===== config.mk =====
export PLATFORM = sky130hd
export DESIGN_NAME = ook_demod
export DESIGN_NICKNAME = d
export VERILOG_FILES = /design/src/rtl/ook_demod_pkg.sv /design/src/rtl/ook_demod_carrier_detect.sv /design/src/rtl/ook_demod.sv
export SDC_FILE = /design/constraint.sdc
export NUM_CORES = 1
export LEC_CHECK = 0
export CAP_MARGIN = 20
export CELL_PAD_IN_SITES_DETAIL_PLACEMENT = 1
export CELL_PAD_IN_SITES_GLOBAL_PLACEMENT = 1
export CORE_AREA = 5 5 102 104
export CTS_CLUSTER_SIZE = 40
export DETAILED_ROUTE_END_ITERATION = 12
export DIE_AREA = 0 0 107 109
export PLACE_DENSITY = 0.53
export RECOVER_POWER = 100
export SYNTH_ARGS = -nofsm -noshare
export SYNTH_HDL_FRONTEND = slang
export SYNTH_SLANG_ARGS = --single-unit

===== constraint.sdc =====
create_clock -name clk -period 7.8 [get_ports clk]
set_input_delay 1.17 -clock clk [delete_from_list [all_inputs] [get_ports clk]]
set_output_delay 1.17 -clock clk [all_outputs]
set_load 0.1 [all_outputs]

===== src/rtl/ook_demod_pkg.sv =====
// Shared types and default timing constants for the OOK demodulator.
package ook_pkg;

    typedef enum logic {
        IDLE  = 1'b0,
        TRACK = 1'b1
    } state_t;

    localparam int unsigned DEF_CARRIER_DIV = 25;
    localparam int unsigned DEF_BIT_CYCLES  = 12500;
    localparam int unsigned DEF_GAP_CYCLES  = 50;
    localparam int unsigned DEF_IDLE_BITS   = 8;

endpackage


===== src/rtl/ook_demod_carrier_detect.sv =====
// Carrier presence detector: input synchronizer, rising-edge pulse and a
// saturating gap counter that times out when carrier edges stop arriving.
module carrier_detect
    import ook_pkg::*;
#(
    parameter int unsigned CARRIER_DIV = DEF_CARRIER_DIV,
    parameter int unsigned GAP_CYCLES  = DEF_GAP_CYCLES
) (
    input  logic i_clk,
    input  logic i_rst_n,
    input  logic i_mod_in,
    output logic o_carrier_det
);

    // Gap must span at least two carrier periods or the detector chatters.
    localparam int unsigned GAP_EFF = (GAP_CYCLES < 2 * CARRIER_DIV) ? 2 * CARRIER_DIV : GAP_CYCLES;
    localparam int unsigned GW      = $clog2(GAP_EFF + 1);
    localparam logic [GW-1:0] GAP_MAX = GW'(GAP_EFF);

    logic          r_sync1;
    logic          r_sync2;
    logic          r_sync3;
    logic          r_edge;
    logic [GW-1:0] r_gap_cnt;
    logic          r_carrier_det;

    always_ff @(posedge i_clk or negedge i_rst_n) begin
        if (!i_rst_n) begin
            r_sync1       <= 1'b0;
            r_sync2       <= 1'b0;
            r_sync3       <= 1'b0;
            r_edge        <= 1'b0;
            r_gap_cnt     <= GAP_MAX;
            r_carrier_det <= 1'b0;
        end else begin
            r_sync1 <= i_mod_in;
            r_sync2 <= r_sync1;
            r_sync3 <= r_sync2;
            r_edge  <= r_sync2 & ~r_sync3;
            if (r_edge) begin
                r_gap_cnt <= '0;
            end else if (r_gap_cnt != GAP_MAX) begin
                r_gap_cnt <= r_gap_cnt + GW'(1);
            end
            r_carrier_det <= (r_gap_cnt < GAP_MAX);
        end
    end

    assign o_carrier_det = r_carrier_det;

endmodule


===== src/rtl/ook_demod.sv =====
// OOK demodulator: locks bit timing to carrier on/off transitions and makes
// a majority decision on carrier presence per recovered bit period.
module ook_demod
    import ook_pkg::*;
#(
    parameter int unsigned CARRIER_DIV = DEF_CARRIER_DIV,
    parameter int unsigned BIT_CYCLES  = DEF_BIT_CYCLES,
    parameter int unsigned GAP_CYCLES  = DEF_GAP_CYCLES,
    parameter int unsigned IDLE_BITS   = DEF_IDLE_BITS
) (
    input  logic clk,
    input  logic rst_n,
    input  logic mod_in,
    output logic carrier_det,
    output logic data_out,
    output logic data_valid,
    output logic bit_clk,
    output logic locked
);

    localparam int unsigned BW = $clog2(BIT_CYCLES);
    localparam int unsigned ZW = $clog2(IDLE_BITS + 1);
    localparam logic [BW-1:0] HALF   = BW'(BIT_CYCLES / 2);
    localparam logic [BW:0]   HALF_W = (BW + 1)'(BIT_CYCLES / 2);
    localparam logic [BW-1:0] LAST   = BW'(BIT_CYCLES - 1);
    localparam logic [ZW-1:0] ZMAX   = ZW'(IDLE_BITS);

    state_t        r_state;
    state_t        w_state_nx;
    logic [BW-1:0] r_bit_cnt;
    logic [BW-1:0] w_bit_cnt_nx;
    logic [BW-1:0] r_ones_cnt;
    logic [BW-1:0] w_ones_cnt_nx;
    logic [ZW-1:0] r_zero_run;
    logic [ZW-1:0] w_zero_run_nx;
    logic          r_cd_d;
    logic          r_data_out;
    logic          w_data_out_nx;
    logic          r_data_valid;
    logic          w_data_valid_nx;
    logic          r_bit_clk;
    logic          w_bit_clk_nx;
    logic          w_carrier_det;
    logic          w_rise;
    logic          w_trans;
    logic          w_decide;
    logic          w_dec_bit;
    logic [BW:0]   w_ones_sum;
    logic [BW:0]   w_twice_ones;
    logic [BW:0]   w_cnt_plus1;

    carrier_detect #(
        .CARRIER_DIV(CARRIER_DIV),
        .GAP_CYCLES (GAP_CYCLES)
    ) u_carrier_detect (
        .i_clk        (clk),
        .i_rst_n      (rst_n),
        .i_mod_in     (mod_in),
        .o_carrier_det(w_carrier_det)
    );

    assign w_rise       = w_carrier_det & ~r_cd_d;
    assign w_trans      = w_carrier_det ^ r_cd_d;
    assign w_ones_sum   = {1'b0, r_ones_cnt} + {{BW{1'b0}}, w_carrier_det};
    assign w_twice_ones = {r_ones_cnt, 1'b0};
    assign w_cnt_plus1  = {1'b0, r_bit_cnt} + (BW + 1)'(1);

    always_ff @(posedge clk or negedge rst_n) begin
        if (!rst_n) begin
            r_state      <= IDLE;
            r_bit_cnt    <= '0;
            r_ones_cnt   <= '0;
            r_zero_run   <= '0;
            r_cd_d       <= 1'b0;
            r_data_out   <= 1'b0;
            r_data_valid <= 1'b0;
            r_bit_clk    <= 1'b0;
        end else begin
            r_state      <= w_state_nx;
            r_bit_cnt    <= w_bit_cnt_nx;
            r_ones_cnt   <= w_ones_cnt_nx;
            r_zero_run   <= w_zero_run_nx;
            r_cd_d       <= w_carrier_det;
            r_data_out   <= w_data_out_nx;
            r_data_valid <= w_data_valid_nx;
            r_bit_clk    <= w_bit_clk_nx;
        end
    end

    always_comb begin
        w_state_nx      = r_state;
        w_bit_cnt_nx    = r_bit_cnt;
        w_ones_cnt_nx   = r_ones_cnt;
        w_zero_run_nx   = r_zero_run;
        w_data_out_nx   = r_data_out;
        w_data_valid_nx = 1'b0;
        w_decide        = 1'b0;
        w_dec_bit       = 1'b0;
        case (r_state)
            IDLE: begin
                w_bit_cnt_nx  = '0;
                w_ones_cnt_nx = '0;
                w_zero_run_nx = '0;
                if (w_rise) begin
                    w_state_nx = TRACK;
                end
            end
            TRACK: begin
                // A full zero run drops lock one cycle after its final decision,
                // unless the carrier reappears in that very cycle.
                if (r_zero_run == ZMAX) begin
                    w_bit_cnt_nx  = '0;
                    w_ones_cnt_nx = '0;
                    w_zero_run_nx = '0;
                    if (!w_rise) begin
                        w_state_nx = IDLE;
                    end
                end else begin
                    if (r_bit_cnt == LAST) begin
                        w_decide  = 1'b1;
                        w_dec_bit = (w_ones_sum >= HALF_W);
                    end else if (w_trans && (r_bit_cnt >= HALF)) begin
                        w_decide  = 1'b1;
                        w_dec_bit = (w_twice_ones >= w_cnt_plus1);
                    end
                    if (w_decide) begin
                        w_data_valid_nx = 1'b1;
                        w_data_out_nx   = w_dec_bit;
                        w_bit_cnt_nx    = '0;
                        w_ones_cnt_nx   = '0;
                        w_zero_run_nx   = w_dec_bit ? '0 : r_zero_run + ZW'(1);
                    end else begin
                        w_bit_cnt_nx  = r_bit_cnt + BW'(1);
                        w_ones_cnt_nx = w_ones_sum[BW-1:0];
                    end
                end
            end
            default: begin
                w_state_nx = IDLE;
            end
        endcase
        w_bit_clk_nx = (w_state_nx == TRACK) && (w_bit_cnt_nx < HALF);
    end

    assign carrier_det = w_carrier_det;
    assign data_out    = r_data_out;
    assign data_valid  = r_data_valid;
    assign bit_clk     = r_bit_clk;
    assign locked      = (r_state == TRACK);

endmodule


* Word-level counts from Yosys, hierarchy flattened
Index checks and enable logic that the tools add are counted.
** Word-level totals
- Output and inout bits :: 5
- Bits of input ports :: 3
- Register bits after elaboration :: 48
** Operators by class
- Eq/ne operators :: 4
- Reduce and logical (&&, ||, !) cells :: 4
- Multiplexer cells :: 26
- $lt $le $gt $ge :: 5
- Bitwise logic cells :: 7
- Add/subtract/negate cells :: 5
** Operator list (number)
- $mux 14 :: 4
- $pmux 14 s2 :: 2
- $add 14x1->15 :: 1
- $add 14x1->15 const B :: 1
- $ge 15x13->1 const B :: 1
- $ge 15x15->1 :: 1
- $add 14x1->14 const B :: 1
- $eq 14x14->1 const B :: 1
- $ge 14x13->1 const B :: 1
- $lt 14x13->1 const B :: 1
- $mux 1 :: 13
- $mux 4 :: 3
- $mux 6 :: 2
- $pmux 4 s2 :: 1
- $add 6x1->6 const B :: 1
- $lt 6x6->1 const B :: 1
- $ne 6x6->1 const B :: 1
- $add 4x1->4 const B :: 1
- $eq 4x4->1 const B :: 1
- $not 1->1 :: 4
- $ne 3x1->1 const B :: 1
- $reduce_and 3->1 :: 1
- $and 1x1->1 :: 2
- $logic_and 1x1->1 :: 2
- other kinds (3) :: 3

* Logic depth before layout (Yosys ltp)
- Depth in word-level cells :: 11
- Depth in mapped cells :: 11

* By module
From an unflattened synthesis, not the netlist that was laid out.
** Second synthesis, totals
- Cell total of the unflattened synthesis :: 301
- Area total of the unflattened synthesis :: 2895.3 µm²
** Modules (own cells, without submodules)
- ook_demod :: times used 1, area each 2421.1 µm², cells an instance 261, sequential area each 925.9 µm²
- carrier_detect :: times used 1, area each 474.2 µm², cells an instance 40, sequential area each 279.0 µm²

* Least setup slack after synthesis
No wires, ideal clock.
- Kind :: reg-to-reg
- Start :: register u_carrier_detect.r_carrier_det (netlist: u_carrier_detect.o_carrier_det)
- End :: register r_zero_run[2]
- Setup slack :: 4.952 ns
- Buffers on the path :: 0
- Data required time :: 7.669 ns
- Period minus slack after synthesis :: 2.848 ns
- Setup time :: 0.131 ns
- Cell stages (with the launch flop) :: 9
- Data arrival time :: 2.717 ns
- Cell sequence :: dfrtp_1 ha_1 ha_1 nand4_1 o32a_1 o22ai_1 o21ai_1 a221oi_1 nor3_1
** On the way
- Longest elaborated chain between the ends :: 10
- Elaborated cells on any way between the ends :: 17
** RTL lines
- from (decl) :: RTL line ook_demod_carrier_detect.sv:25 : logic r_carrier_det;
- from (signal assigned) :: RTL line ook_demod_carrier_detect.sv:45 : r_carrier_det <= (r_gap_cnt < GAP_MAX);
- parallel branches: the longest is 10 deep, another holds $add 14x1->15
- to (signal assigned) :: RTL line ook_demod.sv:82 : r_zero_run <= w_zero_run_nx;
- to (decl) :: RTL line ook_demod.sv:34 : logic [ZW-1:0] r_zero_run;
Parallel ways; which one is timed is not known. The select of a mux whose other input is x is not followed.
A chain may end at the register's enable or synchronous reset.

==> summary.md <==
| Metric | Value |
|---|---|
| Syn Nets | around 320 |
| # setup viols final | 0 |
| Status | finished, violations left |
| CP Data Required Time | 7670 ps |
| CTS tree | yes |
| Synth cell types | 54 |
| Post-CTS Resized | 0 |
| RSZ-0062 raised after global routing | no |
| Arrival time at the worst endpoint | 3120 ps |
| Clock transition at path regs | about 90 ps |
| Switching Power | around 0.13 mW |
| Clk buf depth | 2 |
| Clock power share | approximately two fifths |
| Number of synthesized flops with an enable pin | 0 |
| Max stage delay on crit path | ~1800 ps |
| First-pass GRT wire length | ~12,000 um |
| Area delta synth->final | 9.965% |
| Crit-path cells | buf_2 > clkbuf_1 |
| Number of remaining DRC errors | 0 |
| Setup TNS | 0 ps |
| Vias/cell | 5.131 |
| Antenna violations before repair | 0 |
| Internal power | 0.3706 mW |
| Layout cells sized above 1 | under 10% |
| WL/cell | around 16 um |
| Num ports | 8 |
| Fin crit share | 41.71% |
| Fill cell count | around 1,100 |
| Largest net degree at the start of global routing | 49 |
| Die footprint | 11,660 um^2 |
| DP HPWL | ~5000 um |
| Peak supply drop | 0.00006771 V |
| GR Util All Layers | a little over an eighth |
| Num rows | 36 |
| Die Wd | 107 um |
| Detailed-route via count | 2,119 |
| Syn Area/Cell | roughly 9.8 um^2 |
| Die Y | roughly 110 um |
| Crit start category | input port |
| PwrDens | between 150 and 200 nW/um^2 |
| M1 GR Usage | 17.39% |
| Crit end category | asynchronous set/reset pin |
| Nets | between 300 and 400 |
| Ant diodes | 0 |
| Total core area | about 9500 um^2 |
| Iter 0 DRT Violations | 46 |
| Synthesized cell area | around 2800 um^2 |
| Number of global-route vias before repair | around 2,300 |
| Peak Freq | 0.3074 GHz |
| Starting Density | between 30 and 40% |
| Crit path max fanout | 48 |
| Worst Max-Slew Pin Slew | between 2000 and 3000 ps |
| Minimum clock period | ~3300 ps |
| Hold Crit Class | register to register |
| GP Congestion | about 0.73 |
| Hold WS | 356.3 ps |
| Failing checks | max-capacitance violations, max-slew violations |
| Most used routing layer | met2 |
| Most common cell after layout, fill and taps aside | nor2_1 |
| Max-Cap Viols | 1 |
| Pre-antenna DRT Iters | 4 |
| Ys Warns | 0 |
| LEAKAGE | about 1.3 nW |
| Reg power frac | a little over half |
| Global route overflow | 0 |
| Register area share after synthesis | between 40 and 50% |
| Fin. Hold Viols | 0 |
| Clk_skew | about 11 ps |
| Synth Register Bits | between 40 and 50 |
| Met2 usage | about a fifth |
| Top Family by Delay on Critical Path | buffers and inverters |
| CP Buf/Inv Count | 2 |
| Post-synth top area cell | dfrtp_1 |
| CTS Sinks | between 40 and 50 |
| Detailed-route wire length | approximately 6800 um |
| Switching Fraction | 25.44% |
| Total CTS buffers | 5 |
| Main flop type after synthesis | dfrtp_1 |
| Synth async-reset ratio | 100.0% |
| CTS H-tree depth | 2 |
| Comb pwr share | 6.6% |
| Critical setup path kind | input port to asynchronous set/reset pin |
| Met3 Usage GRT | 2.783% |
| Mapped Cells | just under 300 |
| IO Port Bufs | 7 |
| Root buffer cell | clkbuf_8 |
| Post-CTS Setup Bufs | 0 |
| CTS Hold Bufs | 0 |
| Slew Limit Headroom | -74.02% |
| Antenna Nets Post-Route | 0 |
| Yosys top cell area share | 39.68% |
| Slowest CP cell | clkbuf_1 |
| Slew Limit Fails | 49 |
| Synth area leaders | dfrtp_1 (40%), ha_1 (10%), nor2_1 (6.3%) |
| Worst skew pair latency | a little over 300 ps |
| Most frequent cells in the layout | nor2_1 (48), dfrtp_1 (45), ha_1 (23), xnor2_1 (17), nand2_1 (16) |
## logic make-up (layout without fill, tap and decap cells)
kind of cell | Yosys count | in the layout | share of synthesized area [%]
adder cells (fa/ha/maj) | 23 | 23 | 10.14
AO/OA/AOI/OAI | 46 | 46 | 11.68
XOR/XNOR | 29 | 29 | 8.950
multiplexers | 1 | 1 | 0.5289
buffers and inverters | 18 | 27 | 2.734
AND/OR/NAND/NOR | 125 | 125 | 23.50
flip-flops | 48 | 48 | 42.46
## cell usage after synthesis, drive strengths merged (2+ instances only)
| cell type | count |
|---|---|
| nor2 | 48 |
| dfrtp | 45 |
| ha | 23 |
| xnor2 | 17 |
| nand2 | 16 |
| nand3 | 13 |
| xor2 | 12 |
| nand4 | 11 |
| inv | 10 |
| nor3 | 8 |
| a21oi | 7 |
| o21ai | 7 |
| and3 | 6 |
| buf | 6 |
| a211oi | 4 |
| nor4 | 4 |
| o21a | 4 |
| o22ai | 4 |
| a221oi | 3 |
| a31oi | 3 |
| and2 | 3 |
| dfstp | 3 |
| nand2b | 3 |
| o211ai | 3 |
| and4b | 2 |
| clkbuf | 2 |
| nand4b | 2 |
| nor2b | 2 |
| or2 | 2 |
## state kept, by name, indices dropped and copies added (netlist names)
register                        cells
r_cd_d                              1
u_carrier_detect.r_edge             1
u_carrier_detect.o_carrier_det      1
r_zero_run                          4
u_carrier_detect.r_sync3            1
locked                              1
u_carrier_detect.r_gap_cnt          6
r_bit_cnt                          14
data_out                            1
bit_clk                             1
r_ones_cnt                         14
u_carrier_detect.r_sync1            1
data_valid                          1
u_carrier_detect.r_sync2            1
## final cells by class
type	count	area [um^2]	area share (%)
clock buffers	5	68.82	2.205
clock inverters	3	46.29	1.484
inverters	10	37.54	1.203
multi-input cells	224	1548	49.60
flip-flops and latches	48	1205	38.61
well taps	114	142.6	4.571
repair buffers	9	72.57	2.326
## power groups by stage
stage / logic, mW / clock network, mW / registers [mW]
2_1_floorplan: 0.0267 / 0 / 0.273
3_3_place_gp: 0.0335 / 0 / 0.279
3_5_place_dp: 0.0342 / 0 / 0.279
4_1_cts: 0.0346 / 0.200 / 0.274
5_1_grt: 0.0387 / 0.209 / 0.275
6_report: 0.0329 / 0.191 / 0.273
## worst paths after layout
path | from | endpoint | slack, ps | depth (start not counted)
min in group asynchronous | rst_n | r_zero_run[1] | 1760 | 2
min reg2reg | u_carrier_detect.r_sync1 | u_carrier_detect.r_sync2 | 360 | 0
max in group clk | r_bit_cnt[0] | bit_clk | 4640 | 8
min | u_carrier_detect.r_sync1 | u_carrier_detect.r_sync2 | 360 | 0
max | rst_n | u_carrier_detect.r_gap_cnt[3] | 4550 | 2
max reg2reg | r_bit_cnt[0] | bit_clk | 4640 | 8
## routing by layer
layer | share of wire [%] | wire (um)
met4 | 1.5 | 102
met2 | 47 | 3192
met3 | 2.3 | 157
met1 | 49 | 3317
met5 | 0 | 0
## per-stage QoR
step	setup slack (ps)	util [%]	total power, mW	std cells	cell area (um^2)
finish	4546	32.99	0.4970	413	3120
global route	3915	32.99	0.5225	413	3120
CTS	4744	33.07	0.5085	412	3128
detailed placement	4859	31.85	0.3131	404	3013
global placement	4962	31.85	0.3121	404	3013
floorplan	4952	-	0.2997	290	2838
(Power assumes the default switching activity.)
==> RTL edit (same flow settings) <==
Set the package constant `DEF_BIT_CYCLES` to 6250 (it was 12500).
--- a/src/rtl/ook_demod_pkg.sv
+++ b/src/rtl/ook_demod_pkg.sv
@@ -9,3 +9,3 @@
     localparam int unsigned DEF_CARRIER_DIV = 25;
-    localparam int unsigned DEF_BIT_CYCLES  = 12500;
+    localparam int unsigned DEF_BIT_CYCLES  = 6250;
     localparam int unsigned DEF_GAP_CYCLES  = 50;
Check against the original RTL: no difference found for any inputs over 10 cycles, from zero or initial values and one cycle with rst_n low; that may be too few to reach the edited logic, so the function may still have changed.
==> RTL edit against the original RTL <==
The flow still finishes with violations (max-capacitance violations, max-slew violations). First-iteration DRC count is 2.2% higher. Setup slack worse by 160 ps. Wire length is 2.1% lower. Clock skew is 1.1 ps higher. Clock power is 20% lower. Global-route usage is 0.71 points lower. Cell area is 3.4% lower. Power is 12% lower. Worst hold slack better by 2.1 ps. Synthesized area is 3.0% lower. Sequential cell count is 2 lower. Synthesized cell count is 2.1% lower. Final cell count is 1.5% lower. Largest cell class unchanged.
==> RTL edit: results (changes against the original RTL) <==
Yosys
  – Post-synth top area share: 39.1% (-0.61 points)
  – Synth cell types: 59 (+9.3%)
  – Commonest cells post-synth: dfrtp_1, nor2_1, ha_1
  – Syn Area/Cell: 9.70 um^2 (-0.90%)
  – Seq/Total Area, Yosys: 41.9% (-0.52 points)
  – Net count of the mapped netlist: 308 (-2.5%)

Final layout
  – Final net count: 316 (-2.5%)
  – FILL cells: 1100 (-0.99%)
  – Non-Filler Instances: 407 (-1.5%)
  – Largest registers: r_bit_cnt x13, r_ones_cnt x13, u_carrier_detect.r_gap_cnt x6
  – Share of post-route cells with drive strength above 1: 7.51% (+1.2 points)

Run status
  – Outcome: complete, but fails checks
  – Failing checks: max-capacitance violations, max-slew violations

Run
  – Max Cap Viol: 1 (unchanged)

Global route
  – Wire length of the first global-routing pass: 11400 um (-4.4%)
  – Number of global-route vias before repair: 2196 (-4.0%)
  – All-layer global routing usage: 12.4% (-0.71 points)
  – Largest net degree at the start of global routing: 47 (-4.1%)

Worst setup path
  – FF-to-FF setup slack: 4380 ps (-260 ps)
  – Crit-path slowest cell: dfrtp_1
  – Max Fanout on Critical Path: 8 (-83%)

STA
  – Final Max Slew Viols: 47 (-4.1%)
  – Clock Skew: 12.2 ps (+1.07 ps)

Drt
  – Starting DRT DRC Count: 47 (+2.2%)
  – TritonRoute pass-1 iters: 6 (+2)
  – Via Count: 2078 (-1.9%)

Power and ir drop
  – Static leakage: 0.00137 uW (+3.3%)
  – Switching Fraction: 26.3% (+0.83 points)

Placement
  – Dpl cells: 399 (-1.2%)
[RTL edit: final cells by class]
class,instances,area (um^2),area share (%)
inverter,11,41.3,1.37
clock buffer,5,68.8,2.28
sequential,46,1150,38.3
timing repair buffer,8,68.8,2.28
multi-input combinational,220,1520,50.3
tap,114,143,4.73
clock inverter,3,21.3,0.706
[RTL edit: cells by family (layout without fill, tap and decap cells)]
family | after synthesis | count (layout) | synth area share, %
AO/OA/AOI/OAI | 48 | 48 | 12.9
adder cells (fa/ha/maj) | 21 | 21 | 9.54
buffers and inverters | 18 | 27 | 2.86
AND/OR/NAND/NOR | 122 | 122 | 23.2
XOR/XNOR | 27 | 27 | 8.59
flip-flops | 46 | 46 | 41.9
multiplexers | 2 | 2 | 0.909
[RTL edit: worst max path at each step]
stage          slack, ps                            from  depth (start not counted)            end
3_5_place_dp        4560                    r_bit_cnt[0]                         11  r_zero_run[3]
5_1_grt             3860                           rst_n                          2  r_bit_cnt[12]
6_report            4380                    r_bit_cnt[0]                         11  r_zero_run[3]
4_1_cts             4520                    r_bit_cnt[1]                         11  r_zero_run[1]
3_3_place_gp        4590                    r_bit_cnt[1]                         11  r_zero_run[3]
2_1_floorplan       4790  u_carrier_detect.o_carrier_det                          9  r_zero_run[1]
[RTL edit: power groups by stage]
| stage | Combinational, uW | Sequential, uW | Clock [uW] |
|---|---|---|---|
| 2_1_floorplan | 19.1 | 262 | 0 |
| 3_3_place_gp | 27.7 | 265 | 0 |
| 3_5_place_dp | 28.3 | 265 | 0 |
| 4_1_cts | 28.4 | 260 | 161 |
| 5_1_grt | 33.2 | 263 | 172 |
| 6_report | 27.0 | 260 | 153 |
[RTL edit: critical path, delay by kind of cell (launching register included)]
kind,cells,cell delay (ps)
simple gates,4,1400
fa+ha+maj,2,520
xor+xnor,1,140
compound gates,4,810
flops,1,500
[RTL edit: routing by layer]
layer / GRT usage (%) / wire (um)
met5: 0 / 0
met4: 2.19 / 39
met3: 1.95 / 104
met2: 21.2 / 3100
met1: 16.8 / 3380
[RTL edit: metrics by stage]
stage	worst slack [ps]	hold WS, ps	utilization, %	cell area [um^2]
after floorplan	4790	331	-	2750
after global placement	4590	339	31.0	2930
after detailed placement	4560	350	31.0	2930
after CTS	4520	371	31.9	3020
after global routing	3860	386	31.9	3010
final	4380	358	31.9	3010
